<file path="src/rtl/reverse_pkg.sv">
// reverse_pkg: shared types and helpers for the digit-reversal engine.
// Optional feature macro used by this slice: REVERSE_PALINDROME_EN.
package reverse_pkg;

  typedef enum logic [1:0] {
    IDLE = 2'd0,
    ITER = 2'd1,
    DONE = 2'd2
  } rev_state_e;

  // Largest number of base-radix digits a width-bit unsigned value can have,
  // i.e. the digit count of 2^width-1. Gives the worst-case digit-step count.
  function automatic int max_digits(input int width, input int radix);
    longint unsigned v;
    int n;
    v = (64'd1 << width) - 64'd1;
    n = 0;
    for (int i = 0; i < 64; i++) begin
      if (v != 64'd0) begin
        v = v / 64'(radix);
        n++;
      end
    end
    return n;
  endfunction

endpackage

</file>
<file path="src/rtl/reverse_digits_if.sv">
// reverse_digits_if: start/Done handshake and result bundle of the reverser.
// The palindrome member exists only when REVERSE_PALINDROME_EN is defined.
interface reverse_digits_if #(
  parameter int WIDTH = 16
);

  logic             start;
  logic [WIDTH-1:0] x;
  logic             busy;
  logic             Done;
  logic [WIDTH-1:0] reverse;
  logic             ovf;
`ifdef REVERSE_PALINDROME_EN
  logic             palindrome;
`endif

`ifdef REVERSE_PALINDROME_EN
  modport master (output start, x, input busy, Done, reverse, ovf, palindrome);
  modport slave  (input start, x, output busy, Done, reverse, ovf, palindrome);
`else
  modport master (output start, x, input busy, Done, reverse, ovf);
  modport slave  (input start, x, output busy, Done, reverse, ovf);
`endif

endinterface

</file>
<file path="src/rtl/reverse_ctrl.sv">
// reverse_ctrl: three-state sequencer (IDLE -> ITER -> DONE) of the reverser.
// It loads the operand, keeps iterating until the working copy is zero, then
// latches the result and emits a one-cycle Done pulse.
module reverse_ctrl
  import reverse_pkg::*;
(
  input  logic clk,
  input  logic rst_n,
  input  logic start,
  input  logic x_zero,
  output logic ld_x,
  output logic ld_out,
  output logic busy,
  output logic Done
);

  rev_state_e state, state_nxt;

  // State register; reset abandons any operation in flight.
  always_ff @(posedge clk or negedge rst_n) begin
    if (!rst_n) state <= IDLE;
    else        state <= state_nxt;
  end

  // Next-state and Moore/transition strobes for the datapath.
  always_comb begin
    state_nxt = state;
    ld_x      = 1'b0;
    ld_out    = 1'b0;
    busy      = 1'b1;
    Done      = 1'b0;
    unique case (state)
      IDLE: begin
        busy = 1'b0;
        if (start) begin
          ld_x      = 1'b1;
          state_nxt = ITER;
        end
      end
      ITER: begin
        if (x_zero) begin
          ld_out    = 1'b1;
          state_nxt = DONE;
        end
      end
      DONE: begin
        Done      = 1'b1;
        state_nxt = IDLE;
      end
      default: state_nxt = IDLE;
    endcase
  end

endmodule

</file>
<file path="src/rtl/reverse_digits.sv">
// reverse_digits: reverses the base-RADIX digits of a WIDTH-bit operand, one
// digit per clock. Overflow past WIDTH bits is flagged (result kept modulo
// 2^WIDTH). With REVERSE_PALINDROME_EN defined, a palindrome flag is produced.
module reverse_digits
  import reverse_pkg::*;
#(
  parameter int WIDTH = 16,
  parameter int RADIX = 10
) (
  input  logic clk,
  input  logic rst_n,
  reverse_digits_if.slave bus
);

  // Four guard bits hold acc*RADIX + digit exactly for any RADIX up to 16.
  localparam int EW = WIDTH + 4;
  localparam logic [EW-1:0] RADIX_E = EW'(RADIX);

  logic [WIDTH-1:0] x_reg;
  logic [WIDTH-1:0] acc;
  logic             ovf_acc;
  logic [WIDTH-1:0] reverse_q;
  logic             ovf_q;
`ifdef REVERSE_PALINDROME_EN
  logic [WIDTH-1:0] x_orig;
  logic             pal_q;
`endif

  logic             ld_x;
  logic             ld_out;
  logic             busy;
  logic             done;
  logic             x_zero;
  logic             step;
  logic [EW-1:0]    x_ext;
  logic [EW-1:0]    digit;
  logic [EW-1:0]    next_acc;
  logic [WIDTH-1:0] quot;

  reverse_ctrl u_ctrl (
    .clk    (clk),
    .rst_n  (rst_n),
    .start  (bus.start),
    .x_zero (x_zero),
    .ld_x   (ld_x),
    .ld_out (ld_out),
    .busy   (busy),
    .Done   (done)
  );

  assign x_zero   = (x_reg == '0);
  // x_reg is already zero in DONE, so busy alone marks the ITER digit steps.
  assign step     = busy && !x_zero;
  assign x_ext    = {4'b0000, x_reg};
  assign quot     = WIDTH'(x_ext / RADIX_E);
  assign digit    = x_ext % RADIX_E;
  assign next_acc = {4'b0000, acc} * RADIX_E + digit;

  // Working registers: load on accept, then retire one digit per clock.
  always_ff @(posedge clk or negedge rst_n) begin
    if (!rst_n) begin
      x_reg   <= '0;
      acc     <= '0;
      ovf_acc <= 1'b0;
    end else if (ld_x) begin
      x_reg   <= bus.x;
      acc     <= '0;
      ovf_acc <= 1'b0;
    end else if (step) begin
      x_reg   <= quot;
      acc     <= next_acc[WIDTH-1:0];
      ovf_acc <= ovf_acc | (next_acc[EW-1:WIDTH] != 4'b0000);
    end
  end

  // Result registers: updated only on completion, held until the next one.
  always_ff @(posedge clk or negedge rst_n) begin
    if (!rst_n) begin
      reverse_q <= '0;
      ovf_q     <= 1'b0;
    end else if (ld_out) begin
      reverse_q <= acc;
      ovf_q     <= ovf_acc;
    end
  end

`ifdef REVERSE_PALINDROME_EN
  // Operand copy and palindrome flag; an overflowed result never qualifies.
  always_ff @(posedge clk or negedge rst_n) begin
    if (!rst_n) begin
      x_orig <= '0;
      pal_q  <= 1'b0;
    end else if (ld_x) begin
      x_orig <= bus.x;
    end else if (ld_out) begin
      pal_q  <= (acc == x_orig) && !ovf_acc;
    end
  end

  assign bus.palindrome = pal_q;
`endif

  assign bus.busy    = busy;
  assign bus.Done    = done;
  assign bus.reverse = reverse_q;
  assign bus.ovf     = ovf_q;

endmodule

</file>
<file path="src/flat_wrapper.sv">
// flat-port wrapper written by rule: the top's interface ports become plain ports
module reverse_digits_flat import reverse_pkg::*;
#(
  parameter int WIDTH = 16,
  parameter int RADIX = 10
)
  (clk, rst_n, bus_start, bus_x, bus_busy, bus_Done, bus_reverse, bus_ovf);
  reverse_digits_if #(.WIDTH(WIDTH)) bus_i ();
  input  logic clk;
  input  logic rst_n;
  input wire logic [$bits(bus_i.start)-1:0] bus_start;
  input wire logic [$bits(bus_i.x)-1:0] bus_x;
  output wire logic [$bits(bus_i.busy)-1:0] bus_busy;
  output wire logic [$bits(bus_i.Done)-1:0] bus_Done;
  output wire logic [$bits(bus_i.reverse)-1:0] bus_reverse;
  output wire logic [$bits(bus_i.ovf)-1:0] bus_ovf;
  assign bus_i.start = bus_start;
  assign bus_i.x = bus_x;
  assign bus_busy = bus_i.busy;
  assign bus_Done = bus_i.Done;
  assign bus_reverse = bus_i.reverse;
  assign bus_ovf = bus_i.ovf;
  reverse_digits #(.WIDTH(WIDTH), .RADIX(RADIX)) u_core (.clk(clk), .rst_n(rst_n), .bus(bus_i));
endmodule
</file>
<file path="config.mk">
export PLATFORM = sky130hd
export DESIGN_NAME = reverse_digits_flat
export DESIGN_NICKNAME = d
export VERILOG_FILES = /design/src/rtl/reverse_pkg.sv /design/src/rtl/reverse_digits_if.sv /design/src/rtl/reverse_ctrl.sv /design/src/rtl/reverse_digits.sv /design/src/flat_wrapper.sv
export SDC_FILE = /design/constraint.sdc
export NUM_CORES = 1
export LEC_CHECK = 0
export ABC_AREA = 1
export CELL_PAD_IN_SITES_DETAIL_PLACEMENT = 1
export CELL_PAD_IN_SITES_GLOBAL_PLACEMENT = 1
export CORE_AREA = 2 2 180 94
export CTS_CLUSTER_DIAMETER = 200
export CTS_CLUSTER_SIZE = 16
export DETAILED_ROUTE_END_ITERATION = 10
export DIE_AREA = 0 0 182 96
export HOLD_SLACK_MARGIN = 0.1
export PLACE_DENSITY = 0.64
export SYNTH_ARGS = -nofsm -noshare
export SYNTH_HDL_FRONTEND = slang
export SYNTH_SLANG_ARGS = --single-unit
export TNS_END_PERCENT = 100
</file>
<file path="constraint.sdc">
create_clock -name clk -period 7.15 [get_ports clk]
set_clock_uncertainty 0.2 [all_clocks]
set_input_delay 0.715 -clock clk [delete_from_list [all_inputs] [get_ports clk]]
set_output_delay 0.715 -clock clk [all_outputs]
set_load 0.05 [all_outputs]
</file>
# == Word level (Yosys, flattened, before mapping) ==
# Index checks and enable logic that the tools add are counted.
# op_classes
n_addsub,1
mul,1
n_div,2
n_eq_ne,4
mux,15
n_bitwise,1
reduce_logical,7
# op_table
operator,n
2-to-1 mux 16 bit,4
adder 20 bit,1
"divider 16 x 4 -> 20 bit, second input constant",1
"remainder unit 16 x 4 -> 20 bit, second input constant",1
"multiplier 16 x 3 -> 19 bit, second input constant",1
zero test 16 bit,1
2-to-1 mux 1 bit,8
2-to-1 mux 2 bit,2
case mux 2 bit (2 select lines),1
nonzero test 4 bit,1
"== test 2 x 1 -> 1 bit, second input constant",1
"== test 2 bit, second input constant",1
zero test 2 bit,1
"inequality test 2 x 1 -> 1 bit, second input constant",1
"inequality test 2 bit, second input constant",1
AND reduction 2 bit,1
nonzero test 2 bit,1
logical AND 1 bit,1
zero test 1 bit,1
OR 1 bit,1
# word_totals
register_bits,52
in_bits,19
elab_cells,37

# == Depth between registers and ports, before layout ==
# Gate-level depths: netlist of run 1.
# depth
ltp_word,6
ltp_mapped,93

# == By module ==
# From an unflattened synthesis of run 1, not the netlist that was laid out.
# unflattened
hier_cells,625
area_unflattened_um2,4709.5
# modules_own_cells
mod,instances,cells_each,area_per_inst_um2,seq_area_each_um2
reverse_digits,1,611,4610.7,1251.2
reverse_ctrl,1,14,98.8,50.0

# == Worst setup path before layout of run 1 ==
# No wires, ideal clock.
# synth_timing
path_type,register to register
start,register u_core.x_reg[15]
end,register u_core.ovf_acc
setup_time_ns,0.118
arrival_ns,7.151
required_ns,6.832
path_slack_ns,-0.318
stages_incl_launch_ff,86
path_buffers,1
period_less_slack_ns,7.468
cell_sequence,dfrtp_1 buf_6 inv_2 nand3_1 a21o_1 nand2_1 nand2_2 o211ai_1 nand2_1 clkinv_1 nand2_2 nand2_4 nand2_2 nand2_2 inv_2 nand2_2 nand2_4 nand2_1 [50 not listed] o21ai_0 nand2_1 nand3_1 nand2_1 nand2_1 inv_1 nor2_1 inv_1 a21oi_1 nor2_1 nor2_1 o21bai_1 nand2_1 inv_1 nor4_1 nand3_1 nand3_1 nand2_1
# synth_between
elab_chain_len,6
# synth_lines
element,line_no,text
start: declaration,reverse_digits.sv:19,logic [WIDTH-1:0] x_reg;
start signal: assignment,reverse_digits.sv:66,x_reg <= bus.x;
start signal: assignment,reverse_digits.sv:70,x_reg <= quot;
remainder unit 16 x 4 -> 20 bit,reverse_digits.sv:56,assign digit = x_ext % RADIX_E;
adder 20 bit,reverse_digits.sv:57,"assign next_acc = {4'b0000, acc} * RADIX_E + digit;"
nonzero test 4 bit,reverse_digits.sv:72,ovf_acc <= ovf_acc | (next_acc[EW-1:WIDTH] != 4'b0000);
OR 1 bit,reverse_digits.sv:72,
2-to-1 mux 1 bit,reverse_digits.sv:69,end else if (step) begin
2-to-1 mux 1 bit,reverse_digits.sv:65,end else if (ld_x) begin
end signal: assignment,reverse_digits.sv:72,
end: declaration,reverse_digits.sv:21,logic ovf_acc;
# Parallel ways exist; a longest one is shown, timed or not. The select of a mux whose other input is x is not followed.
# A chain may end at the register's enable or synchronous reset.

# == Final worst setup path of run 1 ==
# Ends and elaborated chain as after synthesis.

==> run_results.csv, run 1 <==
group,metric,value,unit
place,pre_cts_ws,-2100,ps
place,place_hpwl,11.6,mm
worst_setup_path,crit_type,"reg2reg",
clocking,cts_made_buffers,5,
die,die_y,96,um
worst_setup_path,worstSetupStartpointType,"flop",
clocking,clk_pin_slew_worst_paths,80,ps
worst_setup_path,crit_buf_inv,14,
worst_setup_path,worst_ep_arrival_time,8770,ps
place,place.gp.congestion,0.820,
timing,period_share,1.23,
timing,grt_setup_unrepaired,"yes",
route,postRouteAntennaNets,0,
timing,hold_viol,0,
clocking,cts_hold_buf,0,
worst_setup_path,worst_path_max_delay_cell,"dfrtp_2",
clocking,cts_sinks,52,
global_route,grt_remaining_overflow,0,
clocking,cts.path.max_buffers,2,
finish,layout-drive-gt1-share,0.402,
finish,fillers,1895,
route,drc,0,
logic_synthesis,synthFlopType,"dfrtp_1",
worst_setup_path,cpLargestDelayFamily,"simple AND/OR/NAND/NOR gates",
global_route,grt_max_degree,53,
logic_synthesis,synth_compound_area_frac,0.124,
logic_synthesis,synth-edff-count,0,
logic_synthesis,synthesis.instances,628,
finish,antenna_cells,0,
timing,tightest_slew,761,ps
die,die_w,182,um
finish,finalNetCount,843,
logic_synthesis,syn_area_per_cell,7.42,um2
timing,maxSlewViolCount,0,
timing,min_period,8780,ps
die,ios,38,
logic_synthesis,yosys-top-cells-area,"dfrtp_1, ha_1, nand2_1, inv_1, nand3_1",
logic_synthesis,yosys.area.top_type,"dfrtp_1",
route,num_vias,4810,
die,num_rows,33,
logic_synthesis,synth_top_family_by_area,"simple AND/OR/NAND/NOR gates",
route,drt-pass1-iter-count,4,
worst_setup_path,crit_fanout,6,
logic_synthesis,yosys.area_share.xor_xnor,0.0395,
timing,fmax,114,MHz
worst_hold_path,hold_class,"reg2reg",
timing,slew-limit-headroom,0.493,
timing,layout_setup_ws,-1630,ps
run_status,violations,"setup timing",
worst_setup_path,crit_path_end_kind,"flop",
flow_run,maxCapViolCount,0,
logic_synthesis,synth-simple-area-share,0.288,
logic_synthesis,synth_adder_area_share,0.138,
global_route,grt_usage,0.189,
logic_synthesis,netlist_area,4660,um2
logic_synthesis,synthMuxAreaShare,0.0384,
logic_synthesis,synth.distinct_cells,41,
clocking,cts-htree-levels,2,
clocking,cts_root_buffer,"clkbuf_16",
die,dieArea,17500,um2
worst_setup_path,slowest_delay,490,ps
logic_synthesis,async_flop_share,1.00,
logic_synthesis,yosysWarningCount,0,
die,start_util,0.292,
clocking,clk_latency,310,ps
logic_synthesis,yosysSeqAreaShare,0.279,
route,via_per_inst,4.89,
route,drtIter0Drc,172,
finish,synthToLayoutAreaGrowth,49.4,%
logic_synthesis,yosysTopAreaCellShare,0.279,
worst_setup_path,cp.required,7140,ps
run_status,status,"finished, violations left",
timing,setup_viol,6,
route,wl_per_cell,17.1,um
global_route,antenna_found_initial,0,
place,place.port_buffers,37,
die,core,15900,um2
clocking,cts_tree,"built",
route,routed_wl,16.8,mm
global_route,grt_pass1_vias,5184,
global_route,grt_first_pass_wirelength,26.0,mm
logic_synthesis,ys_ff_latch,52,
-- through the flow --
| step | cell area (um2) | hold slack, ps | cells | utilization | setup TNS (ps) |
|---|---|---|---|---|---|
| 2_1_floorplan | 4700 | 219 | 635 | - | -197 |
| 3_3_place_gp | 5730 | 267 | 931 | 0.359 | -1990 |
| 3_5_place_dp | 5730 | 284 | 931 | 0.359 | -5870 |
| 4_1_cts | 6430 | 301 | 971 | 0.403 | -4010 |
| 5_1_grt | 6960 | 330 | 984 | 0.437 | -8540 |
| 6_report | 6960 | 292 | 984 | 0.437 | -4390 |
-- layout make-up --
| type | instances | area [um2] | area share |
|---|---|---|---|
| multi-input combinational | 471 | 3610 | 0.519 |
| clock buffer | 5 | 125 | 0.0180 |
| inverter | 104 | 404 | 0.0581 |
| timing repair buffer | 140 | 1190 | 0.171 |
| sequential | 52 | 1310 | 0.188 |
| clock inverter | 2 | 60.1 | 0.00863 |
| tap | 210 | 263 | 0.0378 |
-- Yosys cell counts (2+ instances only) --
cell / number
nand2_1: 136
inv_1: 88
nand3_1: 53
dfrtp_1: 52
ha_1: 48
nand2_2: 34
nor2_1: 31
o21ai_0: 31
a21oi_1: 24
mux2_2: 15
xor2_1: 15
inv_2: 13
o211ai_1: 11
o21bai_1: 10
nand3_2: 8
nand4_1: 7
clkbuf_1: 6
nand2_4: 6
xnor2_1: 6
a21o_1: 3
a22o_1: 3
clkinv_1: 3
nor3_1: 3
a21oi_2: 2
fa_1: 2
o21a_1: 2
o31ai_1: 2
-- worst paths after layout --
kind / start / endpoint / cells after the start / slack, ps
max in group asynchronous: rst_n / u_core.x_reg[13]$_DFFE_PN0P_ / 2 / 5870
hold reg to reg: u_core.bus.reverse[15]$_DFFE_PN0P_ / u_core.bus.reverse[15]$_DFFE_PN0P_ / 1 / 290
min in group asynchronous: rst_n / u_core.x_reg[10]$_DFFE_PN0P_ / 2 / 320
setup / recovery: u_core.x_reg[15]$_DFFE_PN0P_ / u_core.ovf_acc$_DFFE_PN0P_ / 83 / -1630
hold / removal: u_core.bus.reverse[15]$_DFFE_PN0P_ / u_core.bus.reverse[15]$_DFFE_PN0P_ / 1 / 290
setup reg to reg: u_core.x_reg[15]$_DFFE_PN0P_ / u_core.ovf_acc$_DFFE_PN0P_ / 83 / -1630
-- per-layer routing --
layer,vias up,global-route usage,wire length [um]
met5,-,0,0
met4,0,0.0383,123
met3,13,0.0325,507
met2,57,0.320,8040
met1,2402,0.256,8170
li1,2338,-,-
-- cells in the final DEF, fill, tap and decap left out, drive strengths merged, types with 5 or more instances in the layout --
cell	n
buf	104
nor2	31
a21oi	27
clkbuf	5
inv	101
nand3	61
xnor2	6
ha	48
clkdlybuf4s50	36
mux2	15
conb	8
dfrtp	52
o21ai	31
nand4	7
xor2	15
nand2	176
o21bai	10
o211ai	11
-- cell families after synthesis --
| group | count (synthesis) |
|---|---|
| other | 1 |
| adders and majority gates | 50 |
| and+or+nand+nor | 283 |
| buffers and inverters | 112 |
| AOI/OAI and AO/OA | 93 |
| DFF | 52 |
| muxes | 16 |
| xor gates and xnor gates | 21 |
-- worst reg2reg max path, delay by kind of cell (launching register included) --
| kind | cells | cell delay, ps |
|---|---|---|
| mux | 1 | 240 |
| simple gates | 55 | 4800 |
| flops | 1 | 490 |
| compound gates | 11 | 1520 |
| xor+xnor | 1 | 170 |
| buf+inv | 14 | 1010 |
| fa+ha+maj | 1 | 240 |
-- timing repair --
action,4_1_cts,5_1_grt
cloned,0,0
pin swaps,50,90
setup buffers,35,14
gates resized for setup,74,124
setup endpoints to repair,8,11
Power of run 1 is left out: the tool's default activity adds up to more than one toggle a clock period on the data nets, which glitch-free logic cannot reach.
==> inputs of run 2 (changes only) <==
--- a/config.mk
+++ b/config.mk
@@ -15,6 +15,7 @@
 export DIE_AREA = 0 0 182 96
 export HOLD_SLACK_MARGIN = 0.1
 export PLACE_DENSITY = 0.64
+export SLEW_MARGIN = 40
 export SYNTH_ARGS = -nofsm -noshare
 export SYNTH_HDL_FRONTEND = slang
 export SYNTH_SLANG_ARGS = --single-unit
==> run 2 against run 1 <==
Compared with the run above: the run still ends with setup timing left; utilization increased by 0.13 points; clock-buffer cell count unchanged; via count increased by 0.40%; first-iteration DRC count fell by 4.7%; worst setup slack got worse by 17 ps; critical path depth grew 2.
==> run_results.csv, run 2 (synthesized netlist as in run 1, its figures left out) <==
group,metric,value,unit
clocking,cts_sinks,52,
timing,slew-limit-headroom,0.510,
finish,fillers,1896,
finish,synthToLayoutAreaGrowth,49.8,%
worst_setup_path,r2r_start,"u_core.x_reg[15]$_DFFE_PN0P_",
clocking,cts_root_buffer,"clkbuf_16",
route,routed_wl,16.9,mm
die,num_rows,33,
die,core,15900,um2
worst_hold_path,hold_class,"in2async",
route,drc,0,
finish,antenna_cells,0,
die,ios,38,
die,die_y,96,um
worst_setup_path,cp.required,7140,ps
finish,final_cell_mix,"nand2_1, buf_4, inv_1",
timing,tightest_slew,734,ps
worst_setup_path,crit_buf_inv,13,
route,postRouteAntennaNets,0,
worst_setup_path,crit_path_frequent_cell,"nand2_4",
clocking,clk_latency,310,ps
place,pre_cts_ws,-2100,ps
route,num_vias,4829,
timing,hold_viol,0,
worst_setup_path,worst_ep_arrival_time,8790,ps
global_route,grt_first_pass_wirelength,26.0,mm
worst_setup_path,crit_start,"u_core.x_reg[15]$_DFFE_PN0P_",
worst_setup_path,crit_fanout,6,
timing,grt_setup_unrepaired,"yes",
global_route,grt_remaining_overflow,0,
finish,multiInputGateArea,3610,um2
clocking,cts.path.max_buffers,2,
run_status,status,"finished, violations left",
timing,setup_viol,6,
worst_setup_path,worstSetupStartpointType,"flop",
timing,min_period,8790,ps
worst_setup_path,worst_path_max_delay_cell,"dfrtp_2",
die,die_w,182,um
die,dieArea,17500,um2
timing,fmax,114,MHz
route,drt-pass1-iter-count,4,
global_route,grt_pass1_vias,5184,
flow_run,maxCapViolCount,0,
timing,maxSlewViolCount,0,
clocking,cts_tree,"built",
worst_setup_path,crit_type,"reg2reg",
finish,finalNetCount,844,
finish,ff_latch_area,1310,um2
worst_setup_path,slowest_delay,490,ps
global_route,antenna_found_initial,0,
worst_setup_path,reg2reg_depth,85,
die,start_util,0.292,
route,drtIter0Drc,164,
place,place_hpwl,11.6,mm
run_status,violations,"setup timing",
clocking,cts_made_buffers,5,
clocking,clk_pin_slew_worst_paths,80,ps
worst_setup_path,path_depth,85,
route,via_per_inst,4.90,
finish,layout-drive-gt1-share,0.403,
global_route,grt_usage,0.189,
timing,period_share,1.23,
place,place.port_buffers,37,
timing,layout_setup_ws,-1640,ps
worst_setup_path,cpLargestDelayFamily,"simple AND/OR/NAND/NOR gates",
place,place.gp.congestion,0.820,
worst_setup_path,crit_path_end_kind,"flop",
global_route,grt_max_degree,53,
clocking,cts_hold_buf,0,
clocking,cts-htree-levels,2,
timing,fin_hold_ws,230,ps
route,wl_per_cell,17.2,um
timing,setup_tns,-4410,ps
## run 2: cell types whose count changed in the layout (fill, tap and decap cells not counted)
cell and change:
buf_12 +1
## run 2: layer usage
metal | share of wire | up-vias | global-route usage | routed length [um]
met1 | 0.48 | 2410 | 0.256 | 8170
met3 | 0.031 | 16 | 0.0325 | 522
met5 | 0 | - | 0 | 0
li1 | - | 2339 | - | -
met2 | 0.48 | 64 | 0.320 | 8050
met4 | 0.0095 | 0 | 0.0383 | 161
## run 2: timing repair
item / in CTS / in global routing
endpoints found under the hold margin: 0 / 0
resized for setup: 74 / 124
pin swaps: 50 / 90
endpoints found under the setup margin: 8 / 11
setup buffers: 35 / 14
## run 2: metrics by stage
step / cells / cell area [um2] / util
3_5_place_dp: 931 / 5730 / 0.359
3_3_place_gp: 931 / 5730 / 0.359
2_1_floorplan: 635 / 4700 / -
6_report: 985 / 6980 / 0.438
4_1_cts: 971 / 6430 / 0.403
5_1_grt: 985 / 6980 / 0.438
## run 2: worst paths after layout
kind / end / slack (ps)
max: u_core.ovf_acc$_DFFE_PN0P_ / -1640
min: u_core.x_reg[10]$_DFFE_PN0P_ / 230
max reg2reg: u_core.ovf_acc$_DFFE_PN0P_ / -1640
min reg2reg: u_core.bus.reverse[15]$_DFFE_PN0P_ / 290
max in group asynchronous: u_core.bus.reverse[15]$_DFFE_PN0P_ / 6010
min in group clk: u_core.bus.reverse[15]$_DFFE_PN0P_ / 290
## run 2: cell type report
class	count	area share
Sequential cell	52	0.187
Timing Repair Buffer	141	0.173
Inverter	104	0.0579
Clock buffer	5	0.0179
Multi-Input combinational cell	471	0.518
Clock inverter	2	0.00861
Tap cell	210	0.0377
## run 2: worst register-to-register path, delay by kind of cell, from the launching register on
family | cells | cell delay (ps)
and+or+nand+nor | 59 | 5150
AOI/OAI and AO/OA | 11 | 1470
buffers and inverters | 13 | 970
DFF | 1 | 490
adders and majority gates | 1 | 240
xor gates and xnor gates | 1 | 150
Power of run 2 is left out for the same reason.
